## config.mk

```make
export PLATFORM = sky130hd
export DESIGN_NAME = victory_tone_decoder
export DESIGN_NICKNAME = d
export VERILOG_FILES = /design/src/rtl/tone_pkg.sv /design/src/rtl/tone_period_meter.sv /design/src/rtl/victory_tone_decoder.sv
export SDC_FILE = /design/constraint.sdc
export NUM_CORES = 1
export LEC_CHECK = 0
export CAP_MARGIN = 20
export CORE_MARGIN = 3
export CORE_UTILIZATION = 60
export DETAILED_ROUTE_END_ITERATION = 10
export PLACE_DENSITY = 0.82
export SYNTH_ARGS = -nofsm -noshare
export SYNTH_HDL_FRONTEND = slang
export SYNTH_SLANG_ARGS = --single-unit
```

## constraint.sdc

```tcl
create_clock -name clk -period 9 [get_ports clk]
set_input_delay 1.8 -clock clk [delete_from_list [all_inputs] [get_ports clk]]
set_output_delay 1.8 -clock clk [all_outputs]
set_load 0.01 [all_outputs]
```

## src/rtl/tone_pkg.sv

```systemverilog
// Shared tone definitions for the victory melody generator and decoder.
// Note codes, nominal periods at 100 MHz, decision thresholds, melody ROM.
package tone_pkg;

  localparam int PERIOD_W = 20;

  typedef enum logic [2:0] {
    NOTE_C4, NOTE_D4, NOTE_E4, NOTE_F4,
    NOTE_G4, NOTE_A4, NOTE_B4, NOTE_C5
  } note_e;

  typedef enum logic [2:0] {
    M0, M1, M2, M3, M4, M5
  } mstate_e;

  localparam int unsigned NOMINAL [8] = '{
    381678, 340136, 303030, 286532,
    255102, 227272, 202428, 191204
  };

  localparam int unsigned MIDPOINT [7] = '{
    (NOMINAL[0] + NOMINAL[1]) / 2,
    (NOMINAL[1] + NOMINAL[2]) / 2,
    (NOMINAL[2] + NOMINAL[3]) / 2,
    (NOMINAL[3] + NOMINAL[4]) / 2,
    (NOMINAL[4] + NOMINAL[5]) / 2,
    (NOMINAL[5] + NOMINAL[6]) / 2,
    (NOMINAL[6] + NOMINAL[7]) / 2
  };

  localparam int unsigned PERIOD_MIN = 175000;
  localparam int unsigned PERIOD_MAX = 420000;

  function automatic logic in_range(input logic [31:0] p);
    return (p >= PERIOD_MIN) && (p <= PERIOD_MAX);
  endfunction

  // Longer period means lower note: count thresholds at or above p.
  function automatic logic [2:0] classify(input logic [31:0] p);
    logic [2:0] c;
    c = 3'd0;
    for (int i = 0; i < 7; i++)
      if (p <= MIDPOINT[i]) c = c + 3'd1;
    return c;
  endfunction

  function automatic note_e melody_note(input logic [2:0] idx);
    case (idx)
      3'd0:    return NOTE_C4;
      3'd1:    return NOTE_E4;
      3'd2:    return NOTE_G4;
      3'd3:    return NOTE_C5;
      3'd4:    return NOTE_E4;
      default: return NOTE_C4;
    endcase
  endfunction

endpackage

```

## src/rtl/tone_period_meter.sv

```systemverilog
// Synchronises beep_in, measures rise-to-rise period and detects silence.
// First rise after reset or silence only arms the measurement.
module tone_period_meter
  import tone_pkg::*;
#(
  parameter int unsigned TIMEOUT_CYCLES = 1_000_000
) (
  input  logic                clk,
  input  logic                rst_n,
  input  logic                beep_in,
  output logic                period_valid,
  output logic [PERIOD_W-1:0] period,
  output logic                silent
);

  localparam logic [PERIOD_W-1:0] TMO = PERIOD_W'(TIMEOUT_CYCLES);

  logic                s1, s2, s3;
  logic                rise;
  logic                armed;
  logic [PERIOD_W-1:0] cnt;

  assign rise = s2 & ~s3;

  always_ff @(posedge clk or negedge rst_n) begin
    if (!rst_n) begin
      s1 <= 1'b0;
      s2 <= 1'b0;
      s3 <= 1'b0;
    end else begin
      s1 <= beep_in;
      s2 <= s1;
      s3 <= s2;
    end
  end

  // A rise in the same cycle as the timeout wins.
  always_ff @(posedge clk or negedge rst_n) begin
    if (!rst_n) begin
      cnt          <= '0;
      armed        <= 1'b0;
      silent       <= 1'b1;
      period       <= '0;
      period_valid <= 1'b0;
    end else begin
      period_valid <= 1'b0;
      if (rise) begin
        cnt    <= '0;
        armed  <= 1'b1;
        silent <= 1'b0;
        if (armed) begin
          period       <= cnt + 1'b1;
          period_valid <= 1'b1;
        end
      end else if (cnt != TMO) begin
        cnt <= cnt + 1'b1;
        if (cnt + 1'b1 == TMO) begin
          silent <= 1'b1;
          armed  <= 1'b0;
        end
      end
    end
  end

endmodule

```

## src/rtl/victory_tone_decoder.sv

```systemverilog
// Classifies measured tone periods into C-major notes, filters them for
// stability and spots the C4-E4-G4-C5-E4-C4 victory melody.
module victory_tone_decoder
  import tone_pkg::*;
#(
  parameter int unsigned TIMEOUT_CYCLES = 1_000_000,
  parameter int unsigned STABLE_COUNT   = 2,
  parameter int unsigned SCALE_SHIFT    = 0
) (
  input  logic                clk,
  input  logic                rst_n,
  input  logic                beep_in,
  output logic [2:0]          note,
  output logic                note_valid,
  output logic                note_strobe,
  output logic [PERIOD_W-1:0] period,
  output logic                silent,
  output logic                melody_match
);

  localparam logic [2:0] STAB = 3'(STABLE_COUNT);

  logic        period_valid;
  logic [31:0] scaled;
  logic        cls_valid, cls_ok;
  logic [2:0]  cls_code, last_cls;
  logic [2:0]  stab, stab_next;
  logic        nv_q, oor_q;
  mstate_e     m_state, m_next;
  logic        match_d;

  tone_period_meter #(
    .TIMEOUT_CYCLES(TIMEOUT_CYCLES)
  ) u_meter (
    .clk         (clk),
    .rst_n       (rst_n),
    .beep_in     (beep_in),
    .period_valid(period_valid),
    .period      (period),
    .silent      (silent)
  );

  // Lets a scaled-down tone map onto the nominal 100 MHz table.
  assign scaled     = 32'(period) << SCALE_SHIFT;
  assign note_valid = nv_q & ~silent;

  always_ff @(posedge clk or negedge rst_n) begin
    if (!rst_n) begin
      cls_valid <= 1'b0;
      cls_ok    <= 1'b0;
      cls_code  <= '0;
    end else begin
      cls_valid <= period_valid;
      cls_ok    <= in_range(scaled);
      cls_code  <= classify(scaled);
    end
  end

  always_comb begin
    stab_next = 3'd1;
    if (stab != 3'd0 && cls_code == last_cls)
      stab_next = (stab >= STAB) ? STAB : stab + 3'd1;
  end

  always_ff @(posedge clk or negedge rst_n) begin
    if (!rst_n) begin
      stab        <= '0;
      last_cls    <= '0;
      note        <= '0;
      nv_q        <= 1'b0;
      note_strobe <= 1'b0;
      oor_q       <= 1'b0;
    end else begin
      note_strobe <= 1'b0;
      oor_q       <= 1'b0;
      if (silent) begin
        stab <= '0;
        nv_q <= 1'b0;
      end else if (cls_valid) begin
        if (!cls_ok) begin
          stab  <= '0;
          nv_q  <= 1'b0;
          oor_q <= 1'b1;
        end else begin
          stab     <= stab_next;
          last_cls <= cls_code;
          if (stab_next == STAB && (!nv_q || cls_code != note)) begin
            note        <= cls_code;
            nv_q        <= 1'b1;
            note_strobe <= 1'b1;
          end
        end
      end
    end
  end

  always_ff @(posedge clk or negedge rst_n) begin
    if (!rst_n) begin
      m_state      <= M0;
      melody_match <= 1'b0;
    end else begin
      m_state      <= m_next;
      melody_match <= match_d;
    end
  end

  always_comb begin
    m_next  = m_state;
    match_d = 1'b0;
    if (silent || oor_q) begin
      m_next = M0;
    end else if (note_strobe) begin
      if (note == melody_note(m_state)) begin
        if (m_state == M5) begin
          m_next  = M0;
          match_d = 1'b1;
        end else begin
          m_next = mstate_e'(m_state + 3'd1);
        end
      end else begin
        m_next = (note == NOTE_C4) ? M1 : M0;
      end
    end
  end

endmodule

```

==> results.cfg <==
[worst_setup_path]
r2r_start = u_meter.period[5]$_DFFE_PN0P_
r2r-end = cls_code[1]$_DFF_PN0_
endpoint_kind = register
worst-setup-path-type = reg -> reg
required_ns = 9.23
critical_path_arrival_ns = 4.48
cp_max_fo = 10
critPathLaunchType = register
rrSetupSlack_ns = 4.75
ff2ff_path_depth = 16

[placed_design]
hpwl_um = 6390
gp_congestion = 0.918
place_area_mm2 = 0.00421
port_buffers = 29

[grt]
use_met1 = 0.348
grt_max_degree = 68
grt_pass1_wl_um = 14600
antenna_found_initial = 0
grt_use_met3 = 0.0530
busiest_layer = met2
met2_usage = 0.380
grt_pass1_vias = 3032
grt_use_total = 0.248
overflow = 0

[cells_and_area]
final_util = 0.726
mostFrequentLayoutCell = dfrtp_1
layout.nets = 466
diodes = 0
fin_area_mm2 = 0.00445
fillers = 445
layout_common_cells = dfrtp_1, nand2_1, nor2_1
drive_gt1_frac = 0.0857
area_growth_pct = 13.0

[detailed_routing]
vias = 3213
drtAntennaViolNets = 0
drtIter0Drc = 209
drc = 0
routed_wl_um = 8860
post_drt_wl_per_cell_um = 16.7
dr.pass1.iters = 5
vias_per_cell = 6.06

[cts]
root_buffer = clkbuf_8
clockBufferDepth = 2
cts_hold_buf = 0
cts_tree = built
cts_made_buffers = 9
clock_latency_ns = 0.34
cts_resized = 0
clk_pin_slew_ns = 0.08
cts_setup_buffers = 0
cts.sink_count = 67
htreeDepth = 3

[floorplanning]
num_rows = 28
boundaryPins = 30
fp.dieArea_mm2 = 0.00757
core_mm2 = 0.00613
start_util = 0.642
die_y_um = 87.0
die_x_um = 87.0

[yosys]
synth_ff_type = dfrtp_1
synthesis.area_mm2 = 0.00394
yosys.area.top_type = dfrtp_1
avgSynthCellArea_um2 = 9.16
synthTopCellsByArea = dfrtp_1, nand2_1, xnor2_1
ys_seq_area_frac = 0.426
synth_top_area_share = 0.419
ys_seq_elements = 67
async_flop_share = 1.00
synth.net_count = 445
synth_enable_flop_cells = 0
yosysWarnings = 0
synth_cell_type_count = 68
syn_inst = 430

[power_and_ir_drop]
ir_worst_vdd_mv = 0.233
p_per_area_mw_per_mm2 = 155
leakage_uw = 0.00202

[timing]
final_hold_viol_count = 0
whs_ns = 0.363
worstMarginPinSlew_ns = 0.822
min_period_ns = 4.25
fin_tns_setup_ns = 0
setup_viol = 0
fin_crit_sh = 0.472
slew_viol_final = 0
fmax_ghz = 0.235
grt_setup_unrepaired = no
relSlewSlack = 0.452
clock_skew_ns = 0.00955

[min_path]
min_to = u_meter.s2$_DFF_PN0_
worstHoldPathCells = 0
min-delay-start = u_meter.s1$_DFF_PN0_
hold_path.class = reg -> reg

[flow_run]
maxCapViolCount = 0

[outcome]
status = finished, final reports clean
synth_stat cells, drive strengths merged (2+ instances only):
| master | number |
|---|---|
| and3 | 6 |
| nand4 | 7 |
| and4 | 3 |
| inv | 18 |
| nand2 | 65 |
| buf | 8 |
| o2111ai | 2 |
| o21ai | 31 |
| o211ai | 2 |
| nor3 | 13 |
| o31ai | 2 |
| a41oi | 2 |
| nand3 | 16 |
| nand4b | 3 |
| and2 | 3 |
| o311ai | 2 |
| mux2i | 2 |
| nor2 | 36 |
| a31oi | 7 |
| nor2b | 9 |
| nor4 | 9 |
| or3 | 2 |
| or4 | 3 |
| nand2b | 6 |
| dfrtp | 66 |
| mux2 | 3 |
| a21oi | 14 |
| xor2 | 12 |
| clkbuf | 13 |
| ha | 12 |
| a21o | 4 |
| nand3b | 4 |
| xnor2 | 25 |
| or2 | 3 |
state kept, by name (all words and copies together), names as in the netlist, 3 cells and up:
name,flops
cls_code,3
stab,3
note,3
m_state,3
u_meter.cnt,20
last_cls,3
u_meter.period,20
layer usage:
| layer | wire length (µm) | vias to the layer above | share of wire |
|---|---|---|---|
| met4 | 208 | 0 | 0.023 |
| li1 | - | 1552 | - |
| met2 | 4180 | 106 | 0.47 |
| met1 | 4000 | 1531 | 0.45 |
| met5 | 0 | - | 0 |
| met3 | 467 | 24 | 0.053 |
cells by family after synthesis:
logic type / after synthesis / synth area share
compound gates: 80 / 0.138
xor+xnor: 37 / 0.0880
fa+ha+maj: 12 / 0.0381
buf+inv: 39 / 0.0467
flops: 67 / 0.426
mux: 5 / 0.0146
simple gates: 190 / 0.249
report_power, final:
group | switching, µW | internal [µW]
Sequential | 24.8 | 316
Combinational | 42.0 | 34.0
Clock | 112 | 161
worst max-delay path by stage:
stage	start	end	slack (ns)	depth (start not counted)
floorplan	u_meter.period[5]$_DFFE_PN0P_	cls_code[1]$_DFF_PN0_	4.95	17
global placement	u_meter.period[5]$_DFFE_PN0P_	cls_code[1]$_DFF_PN0_	4.90	16
detailed placement	u_meter.period[5]$_DFFE_PN0P_	cls_code[1]$_DFF_PN0_	4.79	16
CTS	u_meter.period[5]$_DFFE_PN0P_	cls_code[1]$_DFF_PN0_	4.77	16
global route	u_meter.period[5]$_DFFE_PN0P_	cls_code[1]$_DFF_PN0_	4.52	16
finish	u_meter.period[5]$_DFFE_PN0P_	cls_code[1]$_DFF_PN0_	4.75	16
stage by stage:
stage	instances	power, µW	worst slack, ns
global route	530	718	4.52
finish	530	690	4.75
floorplan	430	381	4.95
detailed placement	514	420	4.79
CTS	529	691	4.77
global placement	514	419	4.90
final cells by class:
| type | instances | area, µm² | share of cell area |
|---|---|---|---|
| inverters | 18 | 67.6 | 0.0152 |
| clock inverters | 5 | 77.6 | 0.0174 |
| well taps | 75 | 93.8 | 0.0211 |
| repair buffers | 31 | 320 | 0.0720 |
| clock buffers | 10 | 138 | 0.0309 |
| multi-input cells | 324 | 2080 | 0.466 |
| flip-flops and latches | 67 | 1680 | 0.377 |
worst max-delay path, stage by stage (launching register included):
cell	delay, ns
dfrtp_1	0.48
a211oi_1	0.28
nor3_1	0.08
o311a_1	0.33
o21ai_0	0.15
nand2b_1	0.10
ha_1	0.38
or4_1	0.56
a21oi_2	0.20
xnor2_1	0.16
mux2i_2	0.12
ha_1	0.30
nor2b_1	0.14
a21o_1	0.16
ha_1	0.28
mux2_2	0.26
a21o_1	0.15
No activity file was read; power rests on OpenSTA's default activity.
